## config.mk

```make
export PLATFORM = sky130hd
export DESIGN_NAME = clock_time_keeper
export DESIGN_NICKNAME = d
export VERILOG_FILES = /design/src/rtl/clock_pkg.sv /design/src/rtl/bcd_field_counter.sv /design/src/rtl/clock_time_keeper.sv
export SDC_FILE = /design/constraint.sdc
export NUM_CORES = 1
export LEC_CHECK = 0
export ABC_AREA = 1
export CORE_MARGIN = 3
export CORE_UTILIZATION = 29
export CTS_CLUSTER_SIZE = 14
export DETAILED_ROUTE_END_ITERATION = 10
export PLACE_DENSITY = 0.42
export SETUP_SLACK_MARGIN = 0.1
export SLEW_MARGIN = 15
export SYNTH_ARGS = -nofsm -noshare
export SYNTH_HDL_FRONTEND = slang
export SYNTH_HIERARCHICAL = 1
export SYNTH_SLANG_ARGS = --single-unit
```

## constraint.sdc

```tcl
create_clock -name clk -period 7.7 [get_ports clk]
set_input_delay 1.925 -clock clk [delete_from_list [all_inputs] [get_ports clk]]
set_output_delay 1.925 -clock clk [all_outputs]
set_load 0.02 [all_outputs]
```

## src/rtl/clock_pkg.sv

```systemverilog
// rtl/clock_pkg.sv - shared types, key indices, field limits and helpers for the timekeeping core
package clock_pkg;

    typedef logic [7:0] bcd8_t;

    localparam int KEY_SS_DEC = 0;
    localparam int KEY_SS_INC = 1;
    localparam int KEY_MM_DEC = 2;
    localparam int KEY_MM_INC = 3;
    localparam int KEY_HH_DEC = 4;
    localparam int KEY_HH_INC = 5;

    localparam int HH_MAX = 23;
    localparam int MS_MAX = 59;

    typedef enum logic {
        RUN = 1'b0,
        SET = 1'b1
    } clk_state_e;

    // Higher key index wins, so the last hit in the ascending scan is kept.
    function automatic logic [5:0] prio_onehot(input logic [5:0] req);
        logic [5:0] sel;
        sel = '0;
        for (int i = 0; i < 6; i++) begin
            if (req[i]) begin
                sel = 6'b000001 << i;
            end
        end
        return sel;
    endfunction

    function automatic int ms_to_cycles(input longint f_clk, input longint ms);
        longint c;
        c = (f_clk * ms) / 1000;
        return (c < 1) ? 1 : int'(c);
    endfunction

endpackage

```

## src/rtl/bcd_field_counter.sv

```systemverilog
// rtl/bcd_field_counter.sv - modulo-(MAX+1) counter kept as two BCD digits
module bcd_field_counter
    import clock_pkg::*;
#(
    parameter int MAX = 59
) (
    input  logic       clk,
    input  logic       rst_n,
    input  logic       inc,
    input  logic       dec,
    input  logic       wrap_en_carry,
    output logic [7:0] bcd,
    output logic       carry_out
);

    localparam logic [3:0] MAX_T = 4'(MAX / 10);
    localparam logic [3:0] MAX_U = 4'(MAX % 10);

    logic [3:0] tens_q, tens_d;
    logic [3:0] units_q, units_d;
    logic       at_max;
    logic       at_zero;
    bcd8_t      bcd_w;

    assign at_max  = (tens_q == MAX_T) && (units_q == MAX_U);
    assign at_zero = (tens_q == 4'd0) && (units_q == 4'd0);

    always_comb begin
        tens_d  = tens_q;
        units_d = units_q;
        if (inc) begin
            if (at_max) begin
                tens_d  = 4'd0;
                units_d = 4'd0;
            end else if (units_q == 4'd9) begin
                tens_d  = tens_q + 4'd1;
                units_d = 4'd0;
            end else begin
                units_d = units_q + 4'd1;
            end
        end else if (dec) begin
            if (at_zero) begin
                tens_d  = MAX_T;
                units_d = MAX_U;
            end else if (units_q == 4'd0) begin
                tens_d  = tens_q - 4'd1;
                units_d = 4'd9;
            end else begin
                units_d = units_q - 4'd1;
            end
        end
    end

    always_ff @(posedge clk or negedge rst_n) begin
        if (!rst_n) begin
            tens_q  <= 4'd0;
            units_q <= 4'd0;
        end else begin
            tens_q  <= tens_d;
            units_q <= units_d;
        end
    end

    // Carry is combinational so the whole HH:MM:SS chain settles on one edge.
    assign carry_out = inc & at_max & wrap_en_carry;
    assign bcd_w     = {tens_q, units_q};
    assign bcd       = bcd_w;

endmodule

```

## src/rtl/clock_time_keeper.sv

```systemverilog
// rtl/clock_time_keeper.sv - 24h HH:MM:SS core with RUN/SET FSM; CLOCK_KEY_REPEAT_EN adds hold auto-repeat
module clock_time_keeper
    import clock_pkg::*;
#(
    parameter int F_CLK           = 50000000,
    parameter int SET_TIMEOUT_S   = 5,
    parameter int REPEAT_DELAY_MS = 500,
    parameter int REPEAT_RATE_MS  = 100
) (
    input  logic       clk,
    input  logic       rst_n,
    input  logic [5:0] key_state,
    output logic [7:0] hh_bcd,
    output logic [7:0] mm_bcd,
    output logic [7:0] ss_bcd,
    output logic       set_mode,
    output logic       tick_1hz
);

    localparam int            PW         = $clog2(F_CLK);
    localparam logic [PW-1:0] PRESC_LAST = PW'(F_CLK - 1);
    localparam logic [3:0]    TO_LAST    = 4'(SET_TIMEOUT_S - 1);

    logic [PW-1:0] presc_q, presc_d;
    logic [3:0]    to_q, to_d;
    clk_state_e    state_q, state_d;
    logic [5:0]    key_hist_q, key_hist_d;
    logic          armed_q, armed_d;

    logic       tick;
    logic [5:0] edge_vec;
    logic [5:0] press_vec;
    logic [5:0] sel;
    logic       press_any;
    logic       run_tick;
    logic       ss_carry, mm_carry, unused_hh_carry;

    assign tick = (presc_q == PRESC_LAST);

    // armed_q masks the first cycle after reset so a key held through reset is not a press.
    assign edge_vec = armed_q ? (key_hist_q & ~key_state) : 6'b000000;

`ifdef CLOCK_KEY_REPEAT_EN
    localparam int DLY_CYC = ms_to_cycles(longint'(F_CLK), longint'(REPEAT_DELAY_MS));
    localparam int RPT_CYC = ms_to_cycles(longint'(F_CLK), longint'(REPEAT_RATE_MS));
    localparam int HW      = $clog2(((DLY_CYC > RPT_CYC) ? DLY_CYC : RPT_CYC) + 1);
    localparam logic [HW-1:0] DLY_LIM = HW'(DLY_CYC);
    localparam logic [HW-1:0] RPT_LIM = HW'(RPT_CYC);

    logic [5:0][HW-1:0] hold_q, hold_d;
    logic [5:0]         rep_q, rep_d;
    logic [5:0]         syn_vec;

    // hold counts cycles since the qualifying edge; zero means idle or untracked.
    always_comb begin
        hold_d  = hold_q;
        rep_d   = rep_q;
        syn_vec = '0;
        for (int i = 0; i < 6; i++) begin
            if (key_state[i]) begin
                hold_d[i] = '0;
                rep_d[i]  = 1'b0;
            end else if (edge_vec[i]) begin
                hold_d[i] = HW'(1);
                rep_d[i]  = 1'b0;
            end else if (hold_q[i] != '0) begin
                if (hold_q[i] == (rep_q[i] ? RPT_LIM : DLY_LIM)) begin
                    syn_vec[i] = 1'b1;
                    hold_d[i]  = HW'(1);
                    rep_d[i]   = 1'b1;
                end else begin
                    hold_d[i] = hold_q[i] + HW'(1);
                end
            end
        end
    end

    always_ff @(posedge clk or negedge rst_n) begin
        if (!rst_n) begin
            hold_q <= '0;
            rep_q  <= '0;
        end else begin
            hold_q <= hold_d;
            rep_q  <= rep_d;
        end
    end

    assign press_vec = edge_vec | syn_vec;
`else
    localparam int UNUSED_REPEAT_CFG = REPEAT_DELAY_MS + REPEAT_RATE_MS;

    assign press_vec = edge_vec;
`endif

    assign sel       = prio_onehot(press_vec);
    assign press_any = |press_vec;
    assign run_tick  = tick & ~press_any & (state_q == RUN);

    bcd_field_counter #(.MAX(MS_MAX)) u_ss (
        .clk           (clk),
        .rst_n         (rst_n),
        .inc           (sel[KEY_SS_INC] | run_tick),
        .dec           (sel[KEY_SS_DEC]),
        .wrap_en_carry (run_tick),
        .bcd           (ss_bcd),
        .carry_out     (ss_carry)
    );

    bcd_field_counter #(.MAX(MS_MAX)) u_mm (
        .clk           (clk),
        .rst_n         (rst_n),
        .inc           (sel[KEY_MM_INC] | ss_carry),
        .dec           (sel[KEY_MM_DEC]),
        .wrap_en_carry (run_tick),
        .bcd           (mm_bcd),
        .carry_out     (mm_carry)
    );

    bcd_field_counter #(.MAX(HH_MAX)) u_hh (
        .clk           (clk),
        .rst_n         (rst_n),
        .inc           (sel[KEY_HH_INC] | mm_carry),
        .dec           (sel[KEY_HH_DEC]),
        .wrap_en_carry (run_tick),
        .bcd           (hh_bcd),
        .carry_out     (unused_hh_carry)
    );

    always_comb begin
        presc_d    = tick ? '0 : presc_q + PW'(1);
        to_d       = to_q;
        state_d    = state_q;
        key_hist_d = key_state;
        armed_d    = 1'b1;
        if (press_any) begin
            state_d = SET;
            to_d    = 4'd0;
        end else if (tick && (state_q == SET)) begin
            if (to_q == TO_LAST) begin
                state_d = RUN;
                to_d    = 4'd0;
                presc_d = '0;
            end else begin
                to_d = to_q + 4'd1;
            end
        end
    end

    always_ff @(posedge clk or negedge rst_n) begin
        if (!rst_n) begin
            presc_q    <= '0;
            to_q       <= 4'd0;
            state_q    <= RUN;
            key_hist_q <= 6'b111111;
            armed_q    <= 1'b0;
        end else begin
            presc_q    <= presc_d;
            to_q       <= to_d;
            state_q    <= state_d;
            key_hist_q <= key_hist_d;
            armed_q    <= armed_d;
        end
    end

    assign set_mode = (state_q == SET);
    assign tick_1hz = tick;

endmodule

```

* Yosys cells after proc, flatten, opt, wreduce, memory -nomap -nowiden
Cells that the tools add are included.
Operators by class: muxes and demuxes 53, multipliers 0, divide/modulo/power cells 0, bitwise gates (word level) 13, eq/ne operators 12, magnitude comparators 0, shifts and indexed selects 0, add/subtract/negate cells 14, reductions and logical operators 26
Operator list (number):
- $mux W4 | 40
- $mux W26 | 4
- $add A4 B1 Y4 const B | 7
- $add A26 B1 Y26 const B | 1
- $eq A26 B26 Y1 const B | 1
- $logic_not A4 Y1 | 6
- $sub A4 B1 Y4 const B | 6
- $mux W6 | 3
- $eq A4 B3 Y1 const B | 3
- $eq A4 B4 Y1 const B | 3
- $reduce_bool A2 Y1 | 5
- $ne A3 B3 Y1 const B | 3
- $reduce_and A3 Y1 | 3
- $reduce_bool A3 Y1 | 3
- $eq A4 B2 Y1 const B | 2
- $logic_and A1 B1 Y1 | 7
- $and A1 B1 Y1 | 6
- $and A6 B6 Y6 | 1
- $not A6 Y6 | 1
- $reduce_or A6 Y1 | 1
- $mux W1 | 4
- $mux W3 | 1
- $or A1 B1 Y1 | 3
- $mux W2 | 1
- other kinds (2) | 3
Storage, ports and cells: bits of input ports 8, memories kept 0, RAM bits 0, output and inout bits 26, memory bits (read-only) 0, bits in latches 0, logic and storage cells 129, flip-flop bits (word level) 62

* Depth between registers and ports, before layout
depth in word-level cells 18, gate-level depth with buffers 22, gate-level depth less buffers 21

* By module
Netlist, hierarchy kept.
Modules (own cells, without submodules):
- clock_time_keeper | seq. area each 958.4 µm², instances 1, area each 2205.9 µm², cells each 299
- bcd_field_counter (u_mm ...) | seq. area each 200.2 µm², instances 2, area each 744.5 µm², cells each 113
- bcd_field_counter (u_hh) | seq. area each 200.2 µm², instances 1, area each 789.5 µm², cells each 116

* Worst setup path after synthesis
No wires, ideal clock.
kind input to register, from in key_state[4], to reg u_hh.tens_q[1], slack 3.301 ns, path buffers 1, cell stages on the path 17, data required time 7.583 ns, library setup time 0.117 ns, data arrival time 4.282 ns, cell sequence nand3b_1 -> nand2_2 -> nor3_4 -> nand2_1 -> o22ai_1 -> nand2_1 -> nor2_1 -> o21bai_1 -> nand2_1 -> nor2_1 -> or2_2 -> buf_4 -> inv_1 -> a21oi_4 -> nand2_4 -> nand2_1 -> nand2_1
On the way: word-level cells in the longest chain between the ends 16, elaborated cells between the ends (all ways) 21, those cells by class eq/ne (1); mux (4); bitwise (12); reduce/logical (4)
RTL lines:
- from (decl) | line clock_time_keeper.sv:12 | input logic [5:0] key_state,
- $not A6 Y6 (*) | line clock_time_keeper.sv:41 | assign edge_vec = armed_q ? (key_hist_q & ~key_state) : 6'b000000;
- $and A6 B6 Y6 (*) | line clock_time_keeper.sv:41
- $mux W6 (*) | line clock_time_keeper.sv:41
- $reduce_or A6 Y1 | line clock_time_keeper.sv:96 | assign press_any = |press_vec;
- $not A1 Y1 | line clock_time_keeper.sv:97 | assign run_tick = tick & ~press_any & (state_q == RUN);
- $and A1 B1 Y1 (2 in series) | line clock_time_keeper.sv:97
- $or A1 B1 Y1 | line clock_time_keeper.sv:102 | .inc (sel[KEY_SS_INC] | run_tick),
- $and A1 B1 Y1 | line bcd_field_counter.sv:65 | assign carry_out = inc & at_max & wrap_en_carry;
- $and A1 B1 Y1 (*) | line bcd_field_counter.sv:65
- named net ss_carry | line clock_time_keeper.sv:36 | logic ss_carry, mm_carry, unused_hh_carry;
- $or A1 B1 Y1 (*) | line clock_time_keeper.sv:112 | .inc (sel[KEY_MM_INC] | ss_carry),
- $and A1 B1 Y1 (*) (2 in series) | line bcd_field_counter.sv:65
- named net mm_carry | line clock_time_keeper.sv:36
- $or A1 B1 Y1 (*) | line clock_time_keeper.sv:122 | .inc (sel[KEY_HH_INC] | mm_carry),
- $ne A3 B3 Y1 (no line) (tied with other cells)
- $reduce_and A3 Y1 (no line)
- to (signal assigned) | line bcd_field_counter.sv:59 | tens_q <= tens_d;
- to (decl) | line bcd_field_counter.sv:19 | logic [3:0] tens_q, tens_d;
The timed path passes the listed nets; every way through them passes the cells marked *. A chain may end at the register's enable or synchronous reset.

* Worst setup path after layout
from in key_state[4], to reg u_hh.tens_q[2]
The elaborated chain is that of the path after synthesis.

==> results.md <==
* Arrival time worst endpoint at 5.30 ns
* RSZ-0062 raised after global routing: false
* Endpoints failing setup at 0
* Vias per cell at 4.49
* Nets at 709
* Global Route Usage Sum at 13.3%
* Maximum clock rate at 197 MHz
* First-pass GRT wire length at 18300 microns
* Worst-path cell chain: clkdlybuf4s50_1, nand3b_1, nand2_2, nor3_4, nand2_1, o22ai_1, nand2_1, nor2_1, o21bai_1, nand2_1, nor2_1, or2_2, inv_1, a21oi_4, nand2_4, nand2_1, nand2_1
* Hold Crit Class: register to register
* PnR Total Power at 1.62 mW
* Leakage power total at 2.56 nW
* Worst Setup End Kind: register
* Worst Setup Start Kind: input pin
* Horiz. Die Dim at 130 microns
* Final Non-Filler Cells at 866
* Final instance area at 0.00525 sq mm
* Warnings, synthesis at 6
* Dpl hpwl at 7770 microns
* Synthesized area at 0.00448 sq mm
* Avg WL per Cell at 12.0 microns
* Area delta synth->final at 17.3%
* Final hold viol count at 0
* Final Max Tran Viols at 0
* Period utilization at 66.0%
* Post-Syn Instances at 640
* Final Util at 35.5%
* Peak supply drop at 0.134 mV
* Setup TNS at 0 ns
* Max-slew headroom at 44.5%
* PD cells at 308 mW/mm^2
* DRT Pass-1 Iters at 4
* RePlAce Congestion at 0.825
* Core Rows at 44
* Max clock buf depth at 2
* Post-Route WL at 10400 microns
* # diodes at 0
* Critical path type: input pin to register
* Antenna violations before repair at 0
* Hold_buf cts at 0
* Starting Density at 30.2%
* # IOs at 34
* Slowest-stage cell, CP: clkdlybuf4s50_1
* Status: completed
* Die height at 130 microns
* Num CTS Buffers at 9
* Pre-CTS setup slack at 2.18 ns
* Post-CTS setup buffer count at 0
* Post-CTS Resized at 0
* Core area at 0.0148 sq mm
* DRC Markers at 0
* Routed Antenna Nets at 0
* Clock Skews at 0.00753 ns
* H-tree levels at 3
* Drt initial violations at 192
* Hold slack at 0.508 ns
* PnR worst setup slack at 2.62 ns
* Worst-skew pair later-pin latency at 0.33 ns
* Vias in the first global route at 3891
* CTS root buf: clkbuf_16
* Clock sinks at 62
* Placed insts at 850
* Layout cells sized above 1 at 12.2%
* Synthesized area per cell at 6.99 sq um
* Maxcap violations at 0
* CTS tree: done
* CP max FO at 11
* Synth Net Count at 672
* CP peak stage delay at 0.48 ns
* Worst-Margin Slew at 0.833 ns
* Vias at 3887
* Gr ovfl total at 0
* Post-DP Area at 0.00497 sq mm
* Largest net degree at the start of global routing at 63
* Die ar. at 0.0170 sq mm
* Clk slew on worst S/H paths at 0.06 ns
* Crit path required time at 7.92 ns
* CP most frequent cell: nand2_1
* Minimum clock period at 5.08 ns
* Port Buf Inserts at 33
## state kept, by name, summed over array words and instances, names as in the netlist
register / count
key_hist_q: 6
u_ss/tens_q: 4
u_mm/units_q: 4
u_mm/tens_q: 4
to_q: 4
set_mode: 1
presc_q: 26
u_hh/tens_q: 4
u_ss/units_q: 4
armed_q: 1
u_hh/units_q: 4
## cell type report
| cell class | count | area [sq um] |
|---|---|---|
| fillers | 1563 | 9560 |
| flip-flops and latches | 62 | 1560 |
| clock inverters | 5 | 50.0 |
| multi-input cells | 476 | 2490 |
| clock buffers | 11 | 233 |
| well taps | 184 | 230 |
| repair buffers | 34 | 333 |
| inverters | 94 | 359 |
## per-layer routing
metal,track usage [%],routed length [microns],vias up
met4,5.75,197,0
met3,2.25,292,15
met1,18.1,5120,1755
met5,0,0,-
met2,20.7,4770,55
li1,-,-,2062
## where the power goes
group,switching (mW),internal [mW],leakage (nW)
combinational,0.395,0.301,1.64
sequential,0.130,0.392,0.781
clock,0.149,0.248,0.143
## worst max-delay path, delay by kind of cell
family | cells | cell delay (ns)
buffers and inverters | 2 | 0.64
AO/OA/AOI/OAI | 3 | 0.98
AND/OR/NAND/NOR | 12 | 1.76
## final timing paths
check | startpoint | endpoint | slack, ns | cells after the start
worst min-delay path | presc_q[0]$_DFF_PN0_ | presc_q[0]$_DFF_PN0_ | 0.51 | 1
worst max-delay path | key_state[4] | u_hh/tens_q[2]$_DFFE_PN0P_ | 2.62 | 17
worst max register to register | presc_q[8]$_DFF_PN0_ | u_hh/tens_q[2]$_DFFE_PN0P_ | 4.05 | 19
min in group asynchronous | rst_n | presc_q[11]$_DFF_PN0_ | 1.79 | 2
max in group asynchronous | rst_n | u_hh/tens_q[2]$_DFFE_PN0P_ | 5.38 | 2
worst min register to register | presc_q[0]$_DFF_PN0_ | presc_q[0]$_DFF_PN0_ | 0.51 | 1
## cell usage in the layout, fill, tap and decap left out, types with 6 or more instances in the layout
master / count
nand2_1: 192
nor2_1: 77
inv_1: 76
nand3_1: 58
dfrtp_1: 56
clkdlybuf4s50_1: 32
ha_1: 24
xor2_1: 16
inv_2: 15
nor2_2: 14
o21ai_0: 14
nand4_1: 12
nand2_2: 10
a21oi_1: 10
clkbuf_16: 9
nor3_1: 7
dfstp_2: 6
Power figures use the tool's default switching activity.
==> edit: new RTL, same settings <==
The parameter `F_CLK` goes from 50000000 to 100000000.
--- a/src/rtl/clock_time_keeper.sv
+++ b/src/rtl/clock_time_keeper.sv
@@ -2,7 +2,7 @@
 module clock_time_keeper
     import clock_pkg::*;
 #(
-    parameter int F_CLK           = 50000000,
+    parameter int F_CLK           = 100000000,
     parameter int SET_TIMEOUT_S   = 5,
     parameter int REPEAT_DELAY_MS = 500,
     parameter int REPEAT_RATE_MS  = 100
Function: no difference found for any inputs over 10 cycles, from zero or initial values and one cycle with rst_n low; that may be too few to reach the edited logic, so the function may still have changed.
==> edit against the unedited design <==
Synthesized area is 2.0% higher; core utilization fell by 0.14 points; design area grew 3.0%; total power grew 1.5%; sequential cell count is 1 higher; count of clock-buffer cells in the layout increased by 2; maximum frequency up 3.0%; non-clock buffer count is the same; worst setup slack improved by 0.15 ns; sequential share of layout area is 0.40 points lower; routed wire length is 4.1% higher.
==> edit: results <==
[routing]
num_vias = 3991
drt-pass1-iter-count = 6
drt_first_iter_violations = 152
wl_per_cell_um = 12.0

[clock_network]
ctsRootBufferMaster = clkbuf_16
cts_resized = 0
postCtsSetupBuffers = 0
clk_path_buf_depth = 2

[setup_path]
r2r_cells = 20
slowest_delay_ns = 0.76
crit_path_end_kind = flip-flop
rrSetupSlack_ns = 4.20
crit_slowest_cell = o31ai_1
cp-startpoint = key_state[4]
reg2reg_to = u_hh/tens_q[0]
worstReg2RegStart = presc_q[0]
critPathArrivalTime_ns = 5.15

[power_and_ir_drop]
p_leak_nw = 2.60
vdd_drop_max_mv = 0.194

[place]
place.gp.congestion = 0.875
dp.cells = 885
dpl_cell_area_sq_mm = 0.00510
pre_cts_ws_ns = 2.39
port-buffer-count = 33
hpwlAfterDp_um = 8000

[layout]
top_regs = presc_q (27), key_hist_q (6)
fin_nets = 716
final_layout_size_suffix_gt1_share_pct = 11.4
fin_cells = 901

[global_route]
grt_pass1_wl_um = 18700
grt_pass1_vias = 3845
grt_max_degree = 64
grt.total_usage_pct = 13.1

[sta]
fin_skew_ns = 0.00752
fin_crit_sh_pct = 64.1
slew_headroom_pct = 41.9

[logic_synthesis]
avgSynthCellArea_sq_um = 7.06
synth_fp_nets = 678

[run_status]
status = complete, no violations
[edit: worst reg2reg max path: stages (launching register included)]
cell and delay [ns]:
dfrtp_1 0.39, ha_1 0.20, nand2_1 0.10, nor2_4 0.15, nand2_4 0.13, nor2_4 0.14
nand2_2 0.09, inv_2 0.17, nand3_2 0.10, o31ai_1 0.24, nand2_1 0.17, nor2_1 0.11
o21bai_1 0.29, nand2_1 0.18, nor2_1 0.12, or2_2 0.24, inv_1 0.18, a21oi_4 0.20
nand2_4 0.09, nand2_1 0.06, nand2_1 0.05
[edit: worst min path at each step]
stage,from,end,slack [ns],cells past startpoint
floorplan,presc_q[0],presc_q[0],0.45,1
global placement,presc_q[0],presc_q[0],0.49,1
detailed placement,presc_q[0],presc_q[0],0.49,1
CTS,presc_q[0],presc_q[0],0.49,1
global route,presc_q[0],presc_q[0],0.52,1
finish,presc_q[0],presc_q[0],0.49,1
[edit: power breakdown]
part	switching (mW)	internal, mW
Clock	0.149	0.276
Combinational	0.391	0.297
Sequential	0.130	0.397
[edit: cell type report]
| type | instances | area, sq um |
|---|---|---|
| Fill cell | 1673 | 9900 |
| Inverter | 92 | 350 |
| Sequential cell | 63 | 1580 |
| Tap cell | 211 | 264 |
| Multi-Input combinational cell | 485 | 2570 |
| Clock buffer | 13 | 270 |
| Clock inverter | 3 | 40.0 |
| Timing Repair Buffer | 34 | 333 |
[edit: layer usage]
| metal | track usage [%] | wire length (um) | vias up |
|---|---|---|---|
| met5 | 0 | 0 | - |
| met4 | 4.14 | 165 | 0 |
| met3 | 4.21 | 409 | 16 |
| met2 | 19.7 | 4830 | 67 |
| met1 | 17.8 | 5400 | 1810 |
| li1 | - | - | 2098 |
